===== src/rtl/seg7_scan_controller_if.sv =====
// Signal bundle between the MMIO output port and the 7-segment scan controller.
// The controller is the slave; the MMIO side (or a bench) is the master.
interface seg7_scan_controller_if;
  logic [15:0] data;
  logic [3:0]  dp;
  logic [3:0]  digitEnable;
  logic [3:0]  brightness;
  logic [7:0]  segment;
  logic [3:0]  digit;
  logic        frameStart;

  modport master (
    output data, dp, digitEnable, brightness,
    input  segment, digit, frameStart
  );

  modport slave (
    input  data, dp, digitEnable, brightness,
    output segment, digit, frameStart
  );
endinterface


===== src/rtl/seg7_scan_controller.sv =====
// 4-digit multiplexed 7-segment scan controller: per-frame snapshot, blanking, PWM dimming.
// Optional build macro SEG7_SCAN_LEADING_ZERO_BLANK_EN darkens leading zero digits (digit 3 always shown).
module seg7_scan_controller #(
  parameter int unsigned TICK_DIV    = 781,
  parameter int unsigned BLANK_TICKS = 1
) (
  input  logic                   clock,
  input  logic                   notReset,
  seg7_scan_controller_if.slave  bus
);

  localparam int unsigned     TW        = $clog2(TICK_DIV);
  localparam logic [TW-1:0]   TICK_LAST = TW'(TICK_DIV - 1);

  typedef enum logic [1:0] {BLANK, LIT, DARK} slot_state_e;

  logic [TW-1:0] tick_cnt, tick_cnt_d;
  logic [3:0]    phase, phase_d;
  logic [1:0]    index, index_d;
  logic          tick, frame_end;
  slot_state_e   slot_state;

  logic [15:0]   data_s;
  logic [3:0]    dp_s, en_s, brightness_s;
  logic          load_q;

  logic [7:0]    segment_d, segment_q;
  logic [3:0]    digit_d, digit_q;
  logic          frame_start_q;

  logic          in_blank;
  logic [3:0]    nibble;
  logic          suppress;
  logic          show;

  function automatic logic [6:0] hex_glyph(input logic [3:0] v);
    case (v)
      4'h0: hex_glyph = 7'h3F;
      4'h1: hex_glyph = 7'h06;
      4'h2: hex_glyph = 7'h5B;
      4'h3: hex_glyph = 7'h4F;
      4'h4: hex_glyph = 7'h66;
      4'h5: hex_glyph = 7'h6D;
      4'h6: hex_glyph = 7'h7D;
      4'h7: hex_glyph = 7'h07;
      4'h8: hex_glyph = 7'h7F;
      4'h9: hex_glyph = 7'h6F;
      4'hA: hex_glyph = 7'h77;
      4'hB: hex_glyph = 7'h7C;
      4'hC: hex_glyph = 7'h39;
      4'hD: hex_glyph = 7'h5E;
      4'hE: hex_glyph = 7'h79;
      default: hex_glyph = 7'h71;
    endcase
  endfunction

  if (BLANK_TICKS == 0) begin : g_no_blank
    assign in_blank = 1'b0;
  end else begin : g_blank
    assign in_blank = (phase < 4'(BLANK_TICKS));
  end

  // State register: scan counters, snapshot and registered pin outputs.
  always_ff @(posedge clock) begin
    if (!notReset) begin
      tick_cnt      <= '0;
      phase         <= '0;
      index         <= '0;
      data_s        <= '0;
      dp_s          <= '0;
      en_s          <= '0;
      brightness_s  <= '0;
      load_q        <= 1'b0;
      segment_q     <= '1;
      digit_q       <= '1;
      frame_start_q <= 1'b0;
    end else begin
      tick_cnt      <= tick_cnt_d;
      phase         <= phase_d;
      index         <= index_d;
      load_q        <= frame_end;
      frame_start_q <= load_q;
      segment_q     <= segment_d;
      digit_q       <= digit_d;
      if (frame_end) begin
        data_s       <= bus.data;
        dp_s         <= bus.dp;
        en_s         <= bus.digitEnable;
        brightness_s <= bus.brightness;
      end
    end
  end

  // Next-state logic and slot state decode.
  always_comb begin
    tick       = (tick_cnt == TICK_LAST);
    tick_cnt_d = tick ? '0 : tick_cnt + TW'(1);
    phase_d    = tick ? phase + 4'd1 : phase;
    index_d    = (tick && phase == 4'hF) ? index + 2'd1 : index;
    frame_end  = tick && (phase == 4'hF) && (index == 2'd3);

    if (in_blank)                   slot_state = BLANK;
    else if (phase <= brightness_s) slot_state = LIT;
    else                            slot_state = DARK;
  end

  // Output decode; registered above so segment and digit switch on the same edge.
  always_comb begin
    case (index)
      2'd0:    nibble = data_s[15:12];
      2'd1:    nibble = data_s[11:8];
      2'd2:    nibble = data_s[7:4];
      default: nibble = data_s[3:0];
    endcase

    suppress = 1'b0;
`ifdef SEG7_SCAN_LEADING_ZERO_BLANK_EN
    case (index)
      2'd0:    suppress = (data_s[15:12] == 4'h0);
      2'd1:    suppress = (data_s[15:8]  == 8'h00);
      2'd2:    suppress = (data_s[15:4]  == 12'h000);
      default: suppress = 1'b0;
    endcase
`endif

    show = (slot_state == LIT) && en_s[index] && !suppress;

    segment_d = '1;
    digit_d   = '1;
    if (show) begin
      segment_d = ~{dp_s[index], hex_glyph(nibble)};
      digit_d   = ~(4'b0001 << index);
    end
  end

  assign bus.segment    = segment_q;
  assign bus.digit      = digit_q;
  assign bus.frameStart = frame_start_q;

endmodule


===== src/flat_wrapper.sv =====
// flat-port wrapper written by rule: the top's interface ports become plain ports
module seg7_scan_controller_flat 
#(
  parameter int unsigned TICK_DIV    = 781,
  parameter int unsigned BLANK_TICKS = 1
)
  (clock, notReset, bus_data, bus_dp, bus_digitEnable, bus_brightness, bus_segment, bus_digit, bus_frameStart);
  seg7_scan_controller_if bus_i ();
  input  logic clock;
  input  logic notReset;
  input wire logic [$bits(bus_i.data)-1:0] bus_data;
  input wire logic [$bits(bus_i.dp)-1:0] bus_dp;
  input wire logic [$bits(bus_i.digitEnable)-1:0] bus_digitEnable;
  input wire logic [$bits(bus_i.brightness)-1:0] bus_brightness;
  output wire logic [$bits(bus_i.segment)-1:0] bus_segment;
  output wire logic [$bits(bus_i.digit)-1:0] bus_digit;
  output wire logic [$bits(bus_i.frameStart)-1:0] bus_frameStart;
  assign bus_i.data = bus_data;
  assign bus_i.dp = bus_dp;
  assign bus_i.digitEnable = bus_digitEnable;
  assign bus_i.brightness = bus_brightness;
  assign bus_segment = bus_i.segment;
  assign bus_digit = bus_i.digit;
  assign bus_frameStart = bus_i.frameStart;
  seg7_scan_controller #(.TICK_DIV(TICK_DIV), .BLANK_TICKS(BLANK_TICKS)) u_core (.clock(clock), .notReset(notReset), .bus(bus_i));
endmodule

===== config.mk =====
export PLATFORM = sky130hd
export DESIGN_NAME = seg7_scan_controller_flat
export DESIGN_NICKNAME = d
export VERILOG_FILES = /design/src/rtl/seg7_scan_controller_if.sv /design/src/rtl/seg7_scan_controller.sv /design/src/flat_wrapper.sv
export SDC_FILE = /design/constraint.sdc
export NUM_CORES = 1
export LEC_CHECK = 0
export CORE_ASPECT_RATIO = 1.5
export CORE_MARGIN = 10
export CORE_UTILIZATION = 40
export DETAILED_ROUTE_END_ITERATION = 10
export PLACE_DENSITY = 0.65
export SETUP_SLACK_MARGIN = 0.5
export SLEW_MARGIN = 30
export SYNTH_ARGS = -nofsm -noshare
export SYNTH_HDL_FRONTEND = slang
export SYNTH_SLANG_ARGS = --single-unit

===== constraint.sdc =====
create_clock -name clock -period 6.5 [get_ports clock]
set_input_delay 1.625 -clock clock [delete_from_list [all_inputs] [get_ports clock]]
set_output_delay 1.625 -clock clock [all_outputs]
set_load 0.05 [all_outputs]

==> out/results.ini <==
[outcome]
status=complete, no violations

[cts]
cts.htree.levels=3
tritoncts=yes
cts_repair_resize_count=0
cts-hold-fix-buffers=0
worstSkewPairLatency_ns=0.33
number_of_buffers_inserted_during_clock_tree_synthesis=9
clock_sink_count=58
cts.clk_slew.worst_paths_ns=0.06
post_cts_buffers=0
clock_tree.root_cell=sky130_fd_sc_hd__clkbuf_8
clockBufferDepth=2

[power_and_ir_drop]
ir_worst_vdd_mv=0.0983
leakagePower_uw=0.00113
powerDensity_mw_per_mm2=226

[worst_hold_path]
whs_endpoint=u_core.dp_s[3]
hold_path_depth=2
worst_hold_path_type=reg -> reg
min_from=u_core.dp_s[3]

[timing]
hold_viol_final=0
skew_ns=0.00713
worst_pin_slew_ns=0.992
fin_tns_setup_ns=0
min_period_over_period=0.495
finalCriticalPeriod_ns=3.22
timing.final.max_slew_violations=0
final-setup-viol-count=0
fmax_ghz=0.311
slew-limit-headroom=0.339
rsz_0062_raised_after_global_routing=false

[synthesis]
synth_fp_nets=346
post_synth_instance_area_mm2=0.00255
most_common_cell_in_the_synthesized_netlist=sky130_fd_sc_hd__nand2_1
netlist_instances=299
synth_async_sr_flop_share=0
synth.lib_cells_used.distinct=38
yosys.area.top_type_share=0.456
netlist_top_cells_count=78 x sky130_fd_sc_hd__nand2_1, 58 x sky130_fd_sc_hd__dfxtp_1, 39 x sky130_fd_sc_hd__a21oi_1
sequential_cell_area_fraction_in_the_yosys_report=0.456
yosysWarningCount=0
dominantRegCellSynth=sky130_fd_sc_hd__dfxtp_1
synth_top_cells_by_area=sky130_fd_sc_hd__dfxtp_1 46%, sky130_fd_sc_hd__nand2_1 11%, sky130_fd_sc_hd__ha_1 8.4%
number_of_flops_mapped_to_enable_cells_by_yosys=0
most_area_hungry_cell_type_in_the_yosys_netlist=sky130_fd_sc_hd__dfxtp_1
syn-mean-instance-area_um2=8.52
yosys_reg_bits=58

[placed_design]
hpwlAfterDp_um=3940
routability_congestion_estimate_from_global_placement=0.822
dpl_cell_area_mm2=0.00300
port_buffers=42

[critical_path]
reg2reg_setup_slack_ns=4.08
end_kind=flip-flop
critPathKind=in -> reg
ordered_cell_list_for_the_critical_path=clkdlybuf4s50_1 -> nand3_1 -> a21oi_1 -> o311ai_0
worst_ep_required_time_ns=6.63
worst_path_arrival_time_ns=3.35
r2r.worst_path.cells=8
cpMaxStageDelayCell=sky130_fd_sc_hd__a21oi_1
critical_path.max_stage_delay_ns=0.77
worst_r2r_startpoint=u_core.index[0]
worst_setup_path_start_kind=input port
path_max_fanout=12
r2r-end=u_core.bus.segment[3]

[drt]
detail_route.drc_violations=0
detailedRoute.firstIterationViolations=77
route.final.wire_length_um=5330
first_pass_iters=6
detail_route.wl_per_cell_um=12.7
route.antenna.remaining_nets=0
post_drt_via_cell_ratio=4.92
vias_after_detailed_routing=2060

[floorplanning]
coreArea_mm2=0.00617
dieWidth_um=85.1
die_area_mm2=0.0100
fp-row-count=35
die_y_um=118
initial_core_util=0.412
ioPinCount=43

[cells_and_area]
final_design_area_no_fill_mm2=0.00320
layout.nets=388
ratio_of_cells_with_drive_above_1_in_the_final_layout=0.0580
insertedDiodeCount=0
areaGrowthSynthToFinish_pct=25.7

[flow_run]
maxCapViolCount=0

[global_route]
grt_pass1_vias=2061
wire_length_of_the_first_global_routing_pass_um=9030
globalRoute.totalOverflow=0
grt_max_degree=36
antenna_found_initial=0
grt.total_usage=0.109

## sequential cells by signal, indices dropped and copies added (netlist names)
name / cells
u_core.bus.digit: 4
u_core.load_q: 1
u_core.bus.frameStart: 1
u_core.index: 2
u_core.tick_cnt: 10
u_core.data_s: 16
u_core.dp_s: 4
u_core.bus.segment: 8
u_core.en_s: 4
u_core.brightness_s: 4
u_core.phase: 4
## kinds of logic (layout without fill, tap and decap cells)
kind of cell               Yosys count  count (layout)  share of synthesized area
xor gates and xnor gates            12              12                     0.0413
AOI/OAI and AO/OA                   53              53                      0.121
muxes                                7               7                     0.0383
buffers and inverters               28              74                     0.0501
DFF                                 58              58                      0.456
adders and majority gates           17              17                     0.0835
and+or+nand+nor                    124             124                      0.209
## where the power goes
part           internal, µW  total [µW]  switching [µW]
Combinational          17.1        25.4            8.27
Clock                   206         338             133
Sequential              357         359            1.68
## through the flow
stage	setup WS, ns	util	hold slack (ns)	cells	total power, µW
2_1_floorplan	4.09	-	0.412	299	372
3_3_place_gp	3.03	0.485	0.436	404	391
3_5_place_dp	3.00	0.485	0.443	404	392
4_1_cts	3.34	0.518	0.452	419	731
5_1_grt	3.22	0.518	0.465	419	751
6_report	3.28	0.518	0.451	419	722
## metal layers
layer | global-route usage | part of all wire | vias to the layer above
li1 | - | - | 1083
met1 | 0.114 | 0.44 | 926
met2 | 0.178 | 0.48 | 40
met3 | 0.0381 | 0.050 | 11
met4 | 0.0671 | 0.022 | 0
met5 | 0 | 0 | -
## worst max path at each step
stage	depth (start not counted)	from	endpoint
2_1_floorplan	4	notReset	u_core.bus.segment[6]
3_3_place_gp	4	notReset	u_core.bus.segment[2]
3_5_place_dp	4	notReset	u_core.bus.segment[1]
4_1_cts	4	notReset	u_core.bus.segment[1]
5_1_grt	4	notReset	u_core.bus.segment[1]
6_report	4	notReset	u_core.bus.segment[2]
## placed cells by master (no fill, tap or decap), types with 5 or more instances in the layout
master / synthesis / routed
sky130_fd_sc_hd__a21oi_1: 39 / 39
sky130_fd_sc_hd__nor2_1: 20 / 20
sky130_fd_sc_hd__nand3_1: 5 / 5
sky130_fd_sc_hd__nand4_1: 6 / 6
sky130_fd_sc_hd__clkbuf_8: 0 / 12
sky130_fd_sc_hd__dfxtp_1: 58 / 58
sky130_fd_sc_hd__xor2_1: 5 / 5
sky130_fd_sc_hd__clkdlybuf4s50_1: 0 / 42
sky130_fd_sc_hd__xnor2_1: 7 / 7
sky130_fd_sc_hd__ha_1: 17 / 17
sky130_fd_sc_hd__nand2_1: 78 / 78
sky130_fd_sc_hd__inv_1: 16 / 16
## final cells by class
type,count,area (µm²)
repair buffers,42,420
inverters,17,63.8
multi-input cells,213,1260
clock inverters,2,35.0
clock buffers,13,169
flip-flops and latches,58,1160
fillers,610,2980
well taps,74,92.6
## worst max-delay path, delay by kind of cell
kind	cells	cell delay (ns)
AO/OA/AOI/OAI	2	1.07
buffers and inverters	1	0.56
AND/OR/NAND/NOR	1	0.09
Note: power is estimated with default switching activity, not from simulation.
